<file path="src/rtl/reg_write_arbiter_pkg.sv">
// rtl/reg_write_arbiter_pkg.sv - shared constants and FSM state type for reg_write_arbiter
package reg_write_arbiter_pkg;

    localparam int NREQ  = 4;
    localparam int WIDTH = 16;

    typedef enum logic {
        ARB    = 1'b0,
        LOCKED = 1'b1
    } arb_state_e;

endpackage

</file>
<file path="src/rtl/register16.sv">
// rtl/register16.sv - WIDTH-bit load-enable register with async active-low clear
//   clk   : clock
//   rst_n : async active-low clear
//   load  : capture in on the next rising edge
//   in    : data to capture
//   out   : stored value
module register16
    import reg_write_arbiter_pkg::*;
(
    input  logic             clk,
    input  logic             rst_n,
    input  logic             load,
    input  logic [WIDTH-1:0] in,
    output logic [WIDTH-1:0] out
);

    logic [WIDTH-1:0] data_q;
    logic [WIDTH-1:0] data_d;

    always_comb begin
        data_d = data_q;
        if (load) begin
            data_d = in;
        end
    end

    always_ff @(posedge clk or negedge rst_n) begin
        if (!rst_n) begin
            data_q <= '0;
        end else begin
            data_q <= data_d;
        end
    end

    assign out = data_q;

endmodule

</file>
<file path="src/rtl/reg_write_arbiter.sv">
// rtl/reg_write_arbiter.sv - round-robin write arbiter with lock bursts onto one shared register
//   clk    : clock
//   rst_n  : async active-low reset
//   req    : per-requester write request (level)
//   lock   : per-requester ownership-hold request
//   wdata  : packed write data, requester i at [i*WIDTH +: WIDTH]
//   gnt    : one-hot grant pulse per accepted write
//   q      : shared register contents
//   owner  : index of the last granted requester
//   locked : high while ownership is held
//   wr_cnt : accepted write count (wraps)
module reg_write_arbiter
    import reg_write_arbiter_pkg::*;
(
    input  logic                  clk,
    input  logic                  rst_n,
    input  logic [NREQ-1:0]       req,
    input  logic [NREQ-1:0]       lock,
    input  logic [NREQ*WIDTH-1:0] wdata,
    output logic [NREQ-1:0]       gnt,
    output logic [WIDTH-1:0]      q,
    output logic [1:0]            owner,
    output logic                  locked,
    output logic [15:0]           wr_cnt
);

    arb_state_e       state_q, state_d;
    logic [1:0]       owner_q, owner_d;
    logic [NREQ-1:0]  gnt_q, gnt_d;
    logic [15:0]      wr_cnt_q, wr_cnt_d;

    logic             reg_load;
    logic [WIDTH-1:0] reg_in;
    logic [WIDTH-1:0] wd [NREQ];
    logic [NREQ-1:0]  eligible;
    logic             found;
    logic [1:0]       pick;
    logic [1:0]       cand;

    always_comb begin
        for (int k = 0; k < NREQ; k++) begin
            wd[k] = wdata[k*WIDTH +: WIDTH];
        end
    end

    // A requester granted last cycle sits out one arbitration so a held
    // request cannot be granted twice in a row while in ARB.
    assign eligible = req & ~gnt_q;

    // Search starts just past the current owner; offset NREQ wraps back to
    // the owner itself, which is therefore considered last.
    always_comb begin
        found = 1'b0;
        pick  = '0;
        cand  = '0;
        for (int i = 1; i <= NREQ; i++) begin
            cand = owner_q + 2'(i);
            if (!found && eligible[cand]) begin
                found = 1'b1;
                pick  = cand;
            end
        end
    end

    always_comb begin
        state_d  = state_q;
        owner_d  = owner_q;
        gnt_d    = '0;
        wr_cnt_d = wr_cnt_q;
        reg_load = 1'b0;
        reg_in   = '0;
        case (state_q)
            ARB: begin
                if (found) begin
                    reg_load    = 1'b1;
                    reg_in      = wd[pick];
                    gnt_d[pick] = 1'b1;
                    owner_d     = pick;
                    wr_cnt_d    = wr_cnt_q + 16'd1;
                    if (lock[pick]) begin
                        state_d = LOCKED;
                    end
                end
            end
            LOCKED: begin
                if (lock[owner_q]) begin
                    if (req[owner_q]) begin
                        reg_load       = 1'b1;
                        reg_in         = wd[owner_q];
                        gnt_d[owner_q] = 1'b1;
                        wr_cnt_d       = wr_cnt_q + 16'd1;
                    end
                end else begin
                    // Release costs one idle edge; owner is kept so the next
                    // arbitration resumes from owner+1.
                    state_d = ARB;
                end
            end
            default: begin
                state_d = ARB;
            end
        endcase
    end

    always_ff @(posedge clk or negedge rst_n) begin
        if (!rst_n) begin
            state_q  <= ARB;
            owner_q  <= 2'd3;
            gnt_q    <= '0;
            wr_cnt_q <= '0;
        end else begin
            state_q  <= state_d;
            owner_q  <= owner_d;
            gnt_q    <= gnt_d;
            wr_cnt_q <= wr_cnt_d;
        end
    end

    register16 u_reg (
        .clk   (clk),
        .rst_n (rst_n),
        .load  (reg_load),
        .in    (reg_in),
        .out   (q)
    );

    assign gnt    = gnt_q;
    assign owner  = owner_q;
    assign locked = (state_q == LOCKED);
    assign wr_cnt = wr_cnt_q;

endmodule
</file>
<file path="config.mk">
export PLATFORM = sky130hd
export DESIGN_NAME = reg_write_arbiter
export DESIGN_NICKNAME = d
export VERILOG_FILES = /design/src/rtl/reg_write_arbiter_pkg.sv /design/src/rtl/register16.sv /design/src/rtl/reg_write_arbiter.sv
export SDC_FILE = /design/constraint.sdc
export NUM_CORES = 1
export LEC_CHECK = 0
export BUFFER_PORTS_ARGS = -buffer_cell sky130_fd_sc_hd__buf_2
export CAP_MARGIN = 15
export CORE_UTILIZATION = 30
export CTS_CLUSTER_SIZE = 28
export DETAILED_ROUTE_END_ITERATION = 16
export GPL_TIMING_DRIVEN = 0
export PLACE_DENSITY_LB_ADDON = 0.15
export SLEW_MARGIN = 30
export SYNTH_ARGS = -nofsm -noshare
export SYNTH_HDL_FRONTEND = slang
export SYNTH_SLANG_ARGS = --single-unit
</file>
<file path="constraint.sdc">
create_clock -name clk -period 6.49 [get_ports clk]
set_input_delay 0.649 -clock clk [delete_from_list [all_inputs] [get_ports clk]]
set_output_delay 0.649 -clock clk [all_outputs]
set_load 0.005 [all_outputs]
</file>
* Yosys cells after proc, flatten, opt, wreduce, memory -nomap -nowiden
Index checks and enable logic that the tools add are counted.
Storage, ports and cells: bits of input ports 74, memory bits (read-only) 0, bits in registers 39, word-level logic and storage cells 88, latch bits 0, output and inout port bits 39, memory bits (writable) 0, memories kept 0
Operators by class: $add $sub $neg 4, multiplexer cells 52, shifts and indexed selects 0, equality and inequality tests 3, multipliers 0, order comparisons 9, divide/modulo/power cells 0, bitwise logic cells 5, reductions and logical operators 10
Operators by type and width (number):
- 16-bit 2-to-1 mux | 10
- 16-bit binary-select mux with 2-bit select | 2
- 16-bit case mux with 2 select lines | 2
- 1-bit 2-to-1 mux | 19
- 16-bit by 1-bit adder with 16-bit output (second input constant) | 1
- 2-bit by 3-bit less-than comparator with 1-bit output (second input constant) | 5
- 1-bit binary-select mux with 2-bit select | 7
- 4-bit 2-to-1 mux | 3
- 2-bit 2-to-1 mux | 4
- 4-bit case mux with 2 select lines | 1
- 3-bit >= comparator (second input constant) | 2
- 2-bit NOT with 3-bit output | 2
- 1-bit logical AND | 5
- 2-bit adder (second input constant) | 2
- 4-bit AND | 1
- 1-bit demux with 2-bit select | 2
- 2-bit by 1-bit >= comparator with 1-bit output (second input constant) | 2
- 2-bit by 1-bit inequality test with 1-bit output (second input constant) | 2
- 4-bit NOT | 1
- 1-bit case mux with 2 select lines | 2
- 1-bit zero test | 3
- 3-bit AND reduction | 1
- 2-bit by 1-bit adder with 2-bit output (second input constant) | 1
- 2-bit inequality test (second input constant) | 1
- 2 further kinds | 2

* Logic depth before layout (Yosys ltp)
depth after elaboration 20, depth in mapped cells 13, gate-level depth less buffers 8

* By module
Synthesis repeated with hierarchy kept, for this count alone.
Unflattened totals: cell total of the unflattened synthesis 254, area total of the unflattened synthesis 2967.8 um^2
Modules (own cells, without submodules):
- reg_write_arbiter | sequential area each 578.1 um^2, cells an instance 220, instances 1, area each 2318.5 um^2
- register16 | sequential area each 400.4 um^2, cells an instance 34, instances 1, area each 649.4 um^2

* Worst setup path before layout
No wires, ideal clock.
path type reg-to-reg, from register owner_q[0] (netlist: owner[0]), to register u_reg.data_q[15] (netlist: u_reg.out[15]), buffers on the path 4, data arrival time 3283 ps, stages on the path, launching flop included 13, clock period less this slack 3424 ps, path slack 3066 ps, required time 6349 ps, library setup time 141 ps, cells stage by stage dfstp_2 > buf_6 > inv_2 > buf_1 > clkbuf_1 > ha_1 > and4b_4 > or4_4 > o21a_4 > buf_6 > or4_1 > nand4_1 > o311ai_2
On the way: word-level cells in the longest chain between the ends 19, elaborated cells between the ends (all ways) 45, those cells by class add/sub: 3; mux: 34; bitwise: 2; reduce/logical: 6
Ends and longest elaborated chain:
- start, declared | line reg_write_arbiter.sv:28 | logic [1:0] owner_q, owner_d;
- start signal, assigned | line reg_write_arbiter.sv:113 | owner_q <= owner_d;
- 2-bit by 1-bit adder with 2-bit output | line reg_write_arbiter.sv:57 | cand = owner_q + 2'(i);
- 1-bit binary-select mux with 2-bit select | line reg_write_arbiter.sv:58 | if (!found && eligible[cand]) begin
- 1-bit 2-to-1 mux (not written as such) | line reg_write_arbiter.sv:58
- 1-bit 2-to-1 mux | line reg_write_arbiter.sv:58
- 1-bit zero test | line reg_write_arbiter.sv:58
- 1-bit logical AND | line reg_write_arbiter.sv:58
- 1-bit 2-to-1 mux | line reg_write_arbiter.sv:58
- 1-bit zero test | line reg_write_arbiter.sv:58
- [... 2 more ...]
- 1-bit zero test | line reg_write_arbiter.sv:58
- 1-bit logical AND | line reg_write_arbiter.sv:58
- 2-bit 2-to-1 mux | line reg_write_arbiter.sv:58
- 2-bit NOT with 3-bit output (not written as such) | line reg_write_arbiter.sv:76 | reg_in = wd[pick];
- 16-bit binary-select mux with 2-bit select | line reg_write_arbiter.sv:76
- 16-bit 2-to-1 mux (not written as such) (2 in series) | line reg_write_arbiter.sv:76
- 16-bit 2-to-1 mux | line reg_write_arbiter.sv:74 | if (found) begin
- 16-bit case mux with 2 select lines | line reg_write_arbiter.sv:72 | case (state_q)
- end signal, assigned | line register16.sv:31 | data_q <= data_d;
- end, declared | line register16.sv:17 | logic [WIDTH-1:0] data_q;
Several ways; a longest one is shown, not always the timed one. The select of a mux whose other input is x is not followed. A chain may end at the register's enable or synchronous reset.

* Worst setup path after layout
from register owner_q[0] (netlist: owner[0]), to register state_q (netlist: locked)
On the way: word-level cells in the longest chain between the ends 18, elaborated cells between the ends (all ways) 33, those cells by class add/sub: 3; mux: 24; reduce/logical: 6
Ends and longest elaborated chain:
- 2-bit by 1-bit adder with 2-bit output | line reg_write_arbiter.sv:57
- 1-bit binary-select mux with 2-bit select | line reg_write_arbiter.sv:58
- 1-bit 2-to-1 mux (not written as such) | line reg_write_arbiter.sv:58
- 1-bit 2-to-1 mux | line reg_write_arbiter.sv:58
- 1-bit zero test | line reg_write_arbiter.sv:58
- 1-bit logical AND | line reg_write_arbiter.sv:58
- 1-bit 2-to-1 mux | line reg_write_arbiter.sv:58
- 1-bit zero test | line reg_write_arbiter.sv:58
- [... 3 more ...]
- 1-bit logical AND | line reg_write_arbiter.sv:58
- 2-bit 2-to-1 mux | line reg_write_arbiter.sv:58
- 1-bit binary-select mux with 2-bit select | line reg_write_arbiter.sv:80 | if (lock[pick]) begin
- 1-bit 2-to-1 mux (not written as such) | line reg_write_arbiter.sv:80
- 1-bit 2-to-1 mux | line reg_write_arbiter.sv:80
- 1-bit 2-to-1 mux | line reg_write_arbiter.sv:74
- 1-bit case mux with 2 select lines (*) | line reg_write_arbiter.sv:72
- net state_d | line reg_write_arbiter.sv:27 | arb_state_e state_q, state_d;
- end signal, assigned | line reg_write_arbiter.sv:112 | state_q <= state_d;
- end, declared | line reg_write_arbiter.sv:27
Mark *: on every way through the listed nets, which the timed path passes. The rest lies on a longest branch. The select of a mux whose other input is x is not followed.

==> run summary <==
Status - finished, final reports clean
Buffers on Ports - 112
Net Sw Frac - 0.5273
Total GRT Usage - 0.2330
Clock root buffer - clkbuf_16
Global-route wire length before repair - 23350 um
Share of cells above drive strength 1 - 0.3212
Flip-flop and latch area - 978.4 um2
Post-CTS setup buffer count - 0
Max layer used - met4
Post-Syn Area per Cell - 8.969 um2
Cell Chain, Critical Path - buf_6 > inv_2 > buf_1 > clkbuf_1 > ha_1 > and4b_4 > or4_4 > buf_6 > a21oi_2 > buf_4 > a32oi_1 > o211ai_1 > o311ai_2
Core area - 0.01226 mm2
Post-synthesis sequential area ratio - 0.2549
Post-route minimum period - 4.386 ns
CTS H-tree depth - 2
Seq pwr share - 0.150
RR Endpoint - locked
Final WL - 15210 um
Post-route cell area - 0.004781 mm2
Dpl hpwl - 10770 um
Vias - 4221
Clock power share - 0.102
IR drop worst, VDD - 0.2798 mV
Initial antenna violation count - 0
TritonCTS buffer count - 5
# diodes - 0
Fillcell total - 1273
DIE HEIGHT - 115.1 um
Routed wire per std cell - 21.24 um
Slew @ Worst Pin - 0.9569 ns
Slowest-stage cell, CP - clkbuf_1
Post_cts resized - 0
CTS Sinks - 39
Max_cap viols - 0
Final Setup Violations - 0
Max Freq - 228.0 MHz
Std cell rows - 40
Final Hold Viols - 0
I/O Pins - 113
Initial core utilization - 0.3131
R2r setup slk - 2.10 ns
Power Density - 608.5 mW/mm2
Post-Syn Instances - 428
Critical Path RT - 6.65 ns
WP data arrival - 4.55 ns
Post-DP Area - 0.004612 mm2
Register-to-Register Path Depth - 13
Number of global-route vias before repair - 4186
Full die area - 0.01325 mm2
Synth cell count leaders - nor2_1 (42), dfrtp_1 (37), a21oi_1 (32)
Max-Slew Margin vs Limit - 0.3621
WL met1 - 6644 um
Residual DRC count - 0
Post-synth EDFFs - 0
Crit share post-route - 0.6759
Hold slack - 0.3390 ns
Total gr overflow - 0
Worst-path clk slew - 0.07 ns
Cts hold-fix bufs - 0
Final #Nets - 626
Maximum clock insertion buffer count - 2
Final Slew Violations - 0
DR vias/cell - 5.895
Largest net degree at the start of global routing - 40
Max FO, Critical Path - 11
Critical path type - flop to flop
Clock tree from TritonCTS - built
RSZ-0062 raised after global routing - no
P_int - 1.375 mW
Setup_tns - 0 ns
Logic pwr share - 0.748
GPL Wtd Cong - 0.8549
Routed met3 length - 1172 um
Die width - 115.1 um
Synth area leaders - dfrtp_1 (24%), mux4_2 (12%), a21oi_1 (4.2%), nor2_1 (4.1%), a2111oi_0 (3.7%)
Worst skew pair latency - 0.29 ns
Multi-input logic area - 0.002587 mm2
Async SR Flop Fraction - 1.000
Mapped Nets - 507
Ys flop type - dfrtp_1
Util after Layout - 0.3899
Final ANT Viol Nets - 0
Most frequent cell after synthesis - nor2_1
Netlist cell types - 57
Area Growth Syn to Fin - 24.54%
Reg-to-reg critical path startpoint - owner[0]
Met2 wire len - 7167 um
Drt initial violations - 383
Synth Cell Area - 0.003839 mm2
Crit path largest cell delay - 0.55 ns
Critical Path Sink Type - flop
Startpoint type of the worst setup path - flop
NetSw - 1.534 mW
First-pass DRT Iterations - 5
YS warnings - 0
Largest area contributor in the netlist - dfrtp_1
Clock skew - 0.01049 ns
Worst hold path type - primary input to asynchronous set/reset pin
Crit-path most repeated cell - buf_6
Seq cells post-synth - 39
Top cell type's share of synthesized area - 0.2412
Leakage power - 1.957 nW
## worst max-delay path, delay by kind of cell (launching register included)
| kind | cells | cell delay (ns) |
|---|---|---|
| compound gates | 4 | 0.87 |
| fa+ha+maj | 1 | 0.41 |
| buf+inv | 6 | 1.76 |
| flops | 1 | 0.39 |
| simple gates | 2 | 0.80 |
## power by group through the flow
| stage | logic, mW | registers (mW) | clock network (mW) |
|---|---|---|---|
| floorplan | 1.47 | 0.431 | 0 |
| finish | 2.17 | 0.436 | 0.298 |
| CTS | 2.15 | 0.437 | 0.303 |
| detailed placement | 2.15 | 0.440 | 0 |
| global placement | 2.11 | 0.438 | 0 |
| global route | 2.36 | 0.449 | 0.314 |
## routing by layer
layer  vias up  GRT usage
met5         -          0
met4         0    0.06494
met3        16    0.03216
met2       218     0.3851
met1      2057     0.3176
li1       1930          -
## through the flow
| step | power, mW | std cells | worst slack [ns] |
|---|---|---|---|
| after floorplan | 1.906 | 428 | 3.066 |
| after global placement | 2.553 | 708 | 2.184 |
| after detailed placement | 2.586 | 708 | 2.139 |
| after CTS | 2.890 | 716 | 2.144 |
| after global routing | 3.121 | 716 | 1.907 |
| final | 2.909 | 716 | 2.104 |
## cells by family after synthesis
logic type / share of synthesized area
and+or+nand+nor: 0.2262
AOI/OAI and AO/OA: 0.2611
buffers and inverters: 0.07106
DFF: 0.2549
muxes: 0.1362
xor gates and xnor gates: 0.03423
adders and majority gates: 0.01630
## cells in the final DEF, fill, tap and decap left out, types with 7 or more instances in the layout
master / count
a22oi_1: 15
inv_1: 9
o311ai_2: 7
mux4_2: 21
clkbuf_1: 24
nand4_1: 19
a2111oi_0: 16
xor2_1: 7
o311ai_1: 9
xnor2_1: 8
dfrtp_1: 37
or4_1: 15
a21oi_1: 32
nor2_1: 42
or3_1: 15
o21ai_0: 17
o22ai_1: 16
nand2b_1: 18
nand2_1: 11
buf_2: 116
## worst max-delay path by stage
stage / start / end / slack (ns) / depth (start not counted)
floorplan: owner[0] / u_reg.out[15] / 3.07 / 12
global placement: owner[0] / locked / 2.18 / 13
detailed placement: owner[0] / locked / 2.14 / 13
CTS: owner[0] / locked / 2.14 / 13
global route: owner[0] / locked / 1.91 / 13
finish: owner[0] / locked / 2.10 / 13
## final cells by class
type                            instances  area share
Multi-Input combinational cell        335      0.5412
Sequential cell                        39      0.2047
Timing Repair Buffer                  112      0.1178
Buffer                                 43     0.04842
Tap cell                              168     0.04397
Clock buffer                            5     0.02617
Clock inverter                          3    0.009160
Inverter                               11    0.008636
## registers in the layout, indices dropped and copies added (netlist names)
| name | count |
|---|---|
| owner | 2 |
| wr_cnt | 16 |
| locked | 1 |
| gnt | 4 |
| u_reg.out | 16 |
Power figures use the tool's default switching activity.
